### src/rtl/store_write_buffer.sv
// store_write_buffer
//   Posted-write FIFO sitting between the core's data-memory port and a slow
//   data memory. The core hands over each store in a single cycle. The buffer
//   then drains the stores to memory in order over a valid/ready handshake.
//   While stores are still pending, a load whose address hits one of them gets
//   the buffered data forwarded, so the core never reads stale memory.
//
// Ports
//   clk        clock; all state updates on the rising edge
//   reset      asynchronous reset, active low
//   memwrite   store strobe from the core (one per store instruction)
//   memread    load strobe from the core
//   dataadr    byte address from the core; loads and stores share it
//   writedata  store data from the core
//   stall      the store was not accepted; the core holds the instruction
//   fwd_hit    the load address matches a pending entry
//   fwd_data   data of the youngest matching entry; 0 when there is no hit
//   mem_valid  the head entry is presented to memory
//   mem_addr   address of the head entry (word aligned)
//   mem_wdata  data of the head entry
//   mem_ready  memory takes the head entry when mem_valid is also high
//   count      number of occupied entries
//   empty      count == 0

module store_write_buffer #(
  parameter int DEPTH = 4,
  parameter int AW    = 32,
  parameter int DW    = 32
) (
  input  logic                     clk,
  input  logic                     reset,
  input  logic                     memwrite,
  input  logic                     memread,
  input  logic [AW-1:0]            dataadr,
  input  logic [DW-1:0]            writedata,
  output logic                     stall,
  output logic                     fwd_hit,
  output logic [DW-1:0]            fwd_data,
  output logic                     mem_valid,
  output logic [AW-1:0]            mem_addr,
  output logic [DW-1:0]            mem_wdata,
  input  logic                     mem_ready,
  output logic [$clog2(DEPTH):0]   count,
  output logic                     empty
);

  localparam int PW = $clog2(DEPTH);
  localparam int CW = PW + 1;

  logic [AW-1:0] addr_q [DEPTH];
  logic [DW-1:0] data_q [DEPTH];
  logic [PW-1:0] wr_ptr;
  logic [PW-1:0] rd_ptr;
  logic [CW-1:0] count_q;

  logic full;
  logic deq;
  logic enq;

  assign full  = (count_q == CW'(DEPTH));
  assign empty = (count_q == '0);
  assign count = count_q;

  // Head outputs come straight from registered storage. They therefore stay
  // stable for as long as memory holds off mem_ready.
  assign mem_valid = !empty;
  assign mem_addr  = addr_q[rd_ptr];
  assign mem_wdata = data_q[rd_ptr];

  assign deq = mem_valid & mem_ready;
  // A full buffer can still take a store in the same cycle that the head drains.
  assign enq   = memwrite & (!full | deq);
  assign stall = memwrite & full & !deq;

  always_ff @(posedge clk or negedge reset) begin
    if (!reset) begin
      wr_ptr  <= '0;
      rd_ptr  <= '0;
      count_q <= '0;
      for (int i = 0; i < DEPTH; i++) begin
        addr_q[i] <= '0;
        data_q[i] <= '0;
      end
    end else begin
      if (enq) begin
        addr_q[wr_ptr] <= {dataadr[AW-1:2], 2'b00};
        data_q[wr_ptr] <= writedata;
        wr_ptr         <= wr_ptr + PW'(1);
      end
      if (deq) begin
        rd_ptr <= rd_ptr + PW'(1);
      end
      case ({enq, deq})
        2'b10:   count_q <= count_q + CW'(1);
        2'b01:   count_q <= count_q - CW'(1);
        default: count_q <= count_q;
      endcase
    end
  end

  // Walk the occupied entries from oldest to youngest, so the last match seen
  // is the youngest one. A head entry that is draining this cycle is still
  // occupied and therefore still forwards.
  logic [PW-1:0] idx;

  always_comb begin
    fwd_hit  = 1'b0;
    fwd_data = '0;
    idx      = '0;
    if (memread && !memwrite) begin
      for (int i = 0; i < DEPTH; i++) begin
        idx = rd_ptr + PW'(i);
        if ((CW'(i) < count_q) && (addr_q[idx][AW-1:2] == dataadr[AW-1:2])) begin
          fwd_hit  = 1'b1;
          fwd_data = data_q[idx];
        end
      end
    end
  end

endmodule

### config.mk
export PLATFORM = sky130hd
export DESIGN_NAME = store_write_buffer
export DESIGN_NICKNAME = d
export VERILOG_FILES = /design/src/rtl/store_write_buffer.sv
export SDC_FILE = /design/constraint.sdc
export NUM_CORES = 1
export LEC_CHECK = 0
export BUFFER_PORTS_ARGS = -buffer_cell sky130_fd_sc_hd__buf_2
export CAP_MARGIN = 20
export CELL_PAD_IN_SITES_DETAIL_PLACEMENT = 0
export CELL_PAD_IN_SITES_GLOBAL_PLACEMENT = 1
export CORE_UTILIZATION = 49
export CTS_BUF_LIST = sky130_fd_sc_hd__clkbuf_8
export DETAILED_ROUTE_END_ITERATION = 8
export PLACE_DENSITY_LB_ADDON = 0.2
export SYNTH_ARGS = -nofsm -noshare
export SYNTH_HDL_FRONTEND = slang
export SYNTH_SLANG_ARGS = --single-unit
### constraint.sdc
create_clock -name clk -period 5.96 [get_ports clk]
set_input_delay 0.894 -clock clk [delete_from_list [all_inputs] [get_ports clk]]
set_output_delay 0.894 -clock clk [all_outputs]
set_load 0.1 [all_outputs]
==> flow_summary.yaml, run 1 <==
synth:
  yosys.area_share.simple: 0.0906
  synth-async-reset-ratio: 1.00
  synthAdderAreaFrac: 0.00538
  synth.distinct_cells: 84
  syn_inst: 1765
  synthXorXnorAreaFrac: 0.0475
  synthMuxAreaShare: 0.353
  synth-seq-cells: 255
  netlist_area_sq_um: 18600
  synth.yosys.seq_area_share: 0.343
  synth_edf_count: 0
  ys.warnings.count: 0
  avgSynthCellArea_sq_um: 10.5
  synth_top_family_by_area: "multiplexers"
  synth_flop_cell: "dfrtp_1"
  synth_compound_area_frac: 0.114
setup_path:
  worstSetupPathType: "reg2out"
  cp_slowest_cell: "mux4_2"
  crit_chain: "buf_4, mux4_2, xnor2_1, nand4_1, a2111oi_2, o2111ai_2, nor2_4, nand2_2, o22a_1, o211ai_1, buf_4, buf_12"
  path_buf_inv: 3
  crit_path_max_incr_delay_ns: 0.55
  cp-end-kind: "output port"
  required_ns: 5.07
  crit_arrival_ns: 4.97
  crit_fanout: 8
  crit_top_cell: "buf_4"
  critPathTopFamily: "compound AO/OA/AOI/OAI gates"
  start_kind: "flop"
worst_hold_path:
  hp-class: "in2async"
drt:
  routedWlPerCell_um: 23.5
  drt-pass1-iter-count: 7
  drt-vias-per-instance: 6.13
  drc: 0
  ant_nets: 0
  drt_iter0_markers: 1047
  wirelength_mm: 58.0
  vias: 15100
global_routing:
  grt_usage: 0.302
  antenna_found_initial: 5
  grt_pass1_wl_mm: 88.9
  grt_max_degree: 129
  overflow: 0
  grt_pass1_vias: 14800
timing:
  fin_skew_ns: 0.0224
  max_slew_margin: 0.318
  rsz0062_at_grt: "true"
  min_period_ns: 5.86
  slew_viol_final: 0
  finalHoldViolCount: 0
  fin_ws_ns: 0.100
  max_freq_ghz: 0.171
  post-route-period-util: 0.983
  setup_viol: 0
  hold_slack_ns: 0.409
  tightestPinTransition_ns: 1.02
finish:
  mostFrequentLayoutCells: "mux2_2 (301), dfrtp_1 (253), mux2i_1 (192)"
  drive_gt1_frac: 0.379
  final_common_cell: "mux2_2"
  fillers: 3268
  syn_to_final_growth_pct: 17.3
  final-seq-area_sq_um: 6390
  fin_cells: 2465
  multi_input_area_sq_um: 11600
  nets: 1987
clock_tree:
  clock_latency_ns: 0.65
  htree_levels: 2
  clk_path_buf_depth: 3
  clkSinkCount: 255
  cts_tree: "built"
  cts_made_buffers: 49
  clk_pin_slew_ns: 0.07
  postCtsHoldBufs: 0
  clockRootBuffer: "clkbuf_8"
die:
  fp.coreArea_sq_um: 37500
  dieArea_sq_um: 38800
  fp.dieH_um: 197
  fp.dieW_um: 197
  top_level_ports: 172
  start_util: 0.496
  fp-row-count: 71
placed_design:
  dp.final_hpwl_mm: 39.3
  dp_cells: 2349
  pre_cts_ws_ns: 0.473
  io_buffers: 167
  gp_congestion: 0.970
run:
  cap_violations: 0
outcome:
  status: "finished, final reports clean"
synth_stat cells, types with 5 or more instances:
cell type  count  area, sq um
buf_6         10          113
and3_1         5         31.3
nand3_1       33          165
nor3_1        29          145
o211ai_1      13         97.6
nand4_1       10         62.6
clkbuf_1      81          304
inv_1         17         63.8
nor4_1        15         93.8
buf_4         11         82.6
a211oi_1      10         75.1
buf_1         17         63.8
o21a_1         5         37.5
xnor2_1       74          648
xor2_1        27          236
a31oi_1       14         87.6
o21ai_0       65          325
a21oi_1       54          270
a21o_1        13         97.6
o221ai_1       8         70.1
mux2_2       301         3390
mux4_2        51         1150
and2_1         6         37.5
mux2i_1      203         2030
nand2_1      121          454
buf_2         36          180
o32ai_1       13          114
o22ai_1       26          163
ha_1           8          100
a2111oi_0      5         43.8
o2111ai_1      5         43.8
nor2_1        96          360
a22oi_1       21          158
dfrtp_1      255         6380
nand2b_1      13         81.3
or4_1          7         52.6
through the flow:
step            util  instance area, sq um  setup TNS (ns)
2_1_floorplan      -                 18800               0
3_3_place_gp   0.547                 20500               0
3_5_place_dp   0.547                 20500               0
4_1_cts        0.578                 21700         -0.0335
5_1_grt        0.582                 21800               0
6_report       0.583                 21800               0
layer usage:
metal / part of all wire / GRT usage / vias up / wire [um]
met2: 0.48 / 0.493 / 525 / 27900
met5: 0.00043 / 0 / - / 25
li1: - / - / 6896 / -
met1: 0.42 / 0.398 / 7565 / 24500
met3: 0.062 / 0.0495 / 118 / 3610
met4: 0.034 / 0.121 / 4 / 1960
cell families (layout without fill, tap and decap cells):
| kind of cell | count (synthesis) | after routing |
|---|---|---|
| adder cells (fa/ha/maj) | 8 | 8 |
| AO/OA/AOI/OAI | 307 | 307 |
| AND/OR/NAND/NOR | 361 | 361 |
| buffers and inverters | 177 | 361 |
| flip-flops | 255 | 255 |
| XOR/XNOR | 101 | 101 |
| multiplexers | 555 | 555 |
| other | 1 | 6 |
cell type report:
class | count | share of cell area
antenna | 4 | 0.000458
tap | 511 | 0.0293
clock buffer | 66 | 0.0416
sequential | 255 | 0.293
multi-input combinational | 1334 | 0.533
inverter | 19 | 0.00338
timing repair buffer | 251 | 0.0936
clock inverter | 25 | 0.00625
path summary, 6_finish.rpt:
path	from	end	slack (ns)	depth (start not counted)
max	rd_ptr[0]	fwd_data[26]	0.10	12
min	reset	addr_q[110]	0.41	1
max reg2reg	count[0]	data_q[58]	2.95	7
min reg2reg	addr_q[37]	addr_q[37]	0.51	2
max in group asynchronous	reset	data_q[111]	4.26	2
min in group clk	addr_q[37]	addr_q[37]	0.51	2
registers in the layout, summed over array words and instances (netlist names):
signal and flops:
data_q 128, addr_q 120, count 3, rd_ptr 2, wr_ptr 2
timing repair:
action / CTS / global route
endpoints found under the setup margin: 32 / 30
pin swaps: 1 / 1
endpoints found under the hold margin: 0 / 0
resized for setup: 6 / 11
setup buffers: 6 / 15
Power of run 1 is not shown: default switching activity piles up to over one toggle a cycle in this logic, so the estimate is an artifact.
==> run 2, diff against run 1 <==
==> constraint.sdc (replaced) <==
create_clock -name clk -period 5.96 [get_ports clk]
set_input_delay 0.894 -clock clk [delete_from_list [all_inputs] [get_ports clk]]
set_output_delay 0.894 -clock clk [all_outputs]
set_load 0.02 [all_outputs]
==> run 2 against run 1 <==
Clock skew up 0.024 ns; clock-buffer cell count shrank 5; sequential share of layout area up 1.2 points; worst hold slack about the same; sequential cell count is the same; register-to-register slack lost 0.03 ns; non-clock buffer count down 15; utilization is 2.2 points lower; die area is the same; critical endpoint unchanged.
==> flow_summary.yaml, run 2 (synthesis results as in run 1) <==
outcome:
  status: "finished, final reports clean"
die:
  fp.coreArea_sq_um: 37500
  fp.dieW_um: 197
  dieArea_sq_um: 38800
  fp.dieH_um: 197
  fp-row-count: 71
  top_level_ports: 172
  start_util: 0.496
setup_path:
  required_ns: 5.07
  crit_top_cell: "buf_4"
  crit_fanout: 17
  cp-end-kind: "output port"
  crit_arrival_ns: 4.86
  critical_path.startpoint: "rd_ptr[1]"
  cp_slowest_cell: "or4_1"
  start_kind: "flop"
  worstSetupPathType: "reg2out"
  crit_chain: "mux4_2, xnor2_1, nand4_1, or4_1, nor4_2, nand2_1, buf_4, nand3_2, buf_4, o21bai_1, o211ai_1, buf_2"
  rr_startpoint: "count[1]"
  crit_path_max_incr_delay_ns: 0.64
  path_buf_inv: 3
  critPathTopFamily: "simple AND/OR/NAND/NOR gates"
pwr:
  vdd_drop_max_uv: 305
  swShare: 0.455
  intPower_uw: 7390
  p_sw_uw: 6180
  p_clk_frac: 0.130
  cellPowerDensity_nw_per_um2: 646
  p_comb_frac: 0.616
  p_seq_frac: 0.254
  leakage_uw: 0.00896
finish:
  drive_gt1_frac: 0.358
  largest_reg_flops: 128
  mostFrequentLayoutCells: "mux2_2 (301), dfrtp_1 (253), mux2i_1 (203)"
  syn_to_final_growth_pct: 12.9
  largest-register: "data_q"
  nets: 1973
  fin_cells: 2445
  fillers: 3434
  final_common_cell: "mux2_2"
  finish.utilization: 0.560
clock_tree:
  clock_latency_ns: 0.65
  htree_levels: 2
  clkSinkCount: 255
  postCtsHoldBufs: 0
  cts_made_buffers: 49
  clk_pin_slew_ns: 0.06
  cts_tree: "built"
  clockRootBuffer: "clkbuf_8"
  clk_path_buf_depth: 3
drt:
  top_layer_used: "met5"
  wl_met1_mm: 23.2
  wirelength_mm: 56.6
  drt-vias-per-instance: 6.11
  vias: 14900
  wl_met2_mm: 27.7
  drc: 0
  wl_met3_mm: 3.18
  ant_nets: 0
  drt_iter0_markers: 935
  drt-pass1-iter-count: 5
  routedWlPerCell_um: 23.2
timing:
  setup_tns_ns: 0
  post-route-period-util: 0.965
  fin_skew_ns: 0.0461
  tightestPinTransition_ns: 1.02
  rsz0062_at_grt: "false"
  setup_viol: 0
  hold_slack_ns: 0.409
  max_slew_margin: 0.319
  slew_viol_final: 0
  max_freq_ghz: 0.174
  finalHoldViolCount: 0
  min_period_ns: 5.75
global_routing:
  grt_max_degree: 129
  grt_pass1_wl_mm: 86.8
  antenna_found_initial: 3
  grt_pass1_vias: 14900
  grt_usage: 0.293
  overflow: 0
worst_hold_path:
  hp-class: "in2async"
placed_design:
  dp_cells: 2334
  gp_congestion: 0.914
  dp.final_hpwl_mm: 38.3
  io_buffers: 167
run:
  cap_violations: 0
-- run 2: worst reg2reg max path, cell delays in order, from the launching register on --
cell and delay, ns:
dfrtp_1 0.51, inv_1 0.14, ha_1 0.17, nand3b_1 0.11, and2_1 0.35, nand2_4 0.64, buf_4 0.59, mux2_2 0.40
-- run 2: cell type report --
class                   instances  area, sq um  share of cell area
well taps                     511          639              0.0304
flip-flops and latches        255         6390               0.304
clock buffers                  61          840              0.0400
multi-input cells            1335        11500               0.546
diodes                          2         5.00            0.000238
repair buffers                236         1460              0.0694
clock inverters                26          141             0.00673
inverters                      19         76.3             0.00363
-- run 2: path summary, 6_finish.rpt --
path                           endpoint  slack (ns)  cells after the start
max reg2reg                 addr_q[120]        2.92                      7
max in group asynchronous   data_q[125]        4.29                      2
min reg2reg                   addr_q[5]        0.50                      2
min                          addr_q[59]        0.41                      1
max                        fwd_data[26]        0.21                     12
min in group clk              addr_q[5]        0.50                      2
-- run 2: timing repair --
| item | in CTS | in global routing |
|---|---|---|
| cloned | 0 | 1 |
| gates resized for setup | 6 | 2 |
| setup endpoints to repair | 31 | 31 |
| buffers inserted | 3 | 18 |
| pin swaps | 1 | 5 |
-- run 2: layer usage --
metal,vias up,global-route usage
met5,-,0
met4,2,0.143
met3,148,0.0440
met2,497,0.495
met1,7456,0.367
li1,6830,-
-- run 2: power groups by stage --
| stage | registers (uW) | clock network [uW] | logic, uW |
|---|---|---|---|
| after detailed placement | 3510 | 0 | 8190 |
| after CTS | 3460 | 1800 | 8280 |
| after floorplan | 3180 | 0 | 6300 |
| after global placement | 3430 | 0 | 8100 |
| after global routing | 3590 | 1870 | 8990 |
| final | 3450 | 1760 | 8370 |
-- run 2: per-stage QoR --
stage                     setup slack (ns)  cell area [sq um]  power, uW
after CTS                           0.0337              20800      13500
after global routing                0.0559              21000      14400
after floorplan                       1.18              18600       9480
final                                0.209              21000      13600
after global placement               0.553              19800      11500
after detailed placement             0.473              19800      11700
No activity file was read; power rests on OpenSTA's default activity.
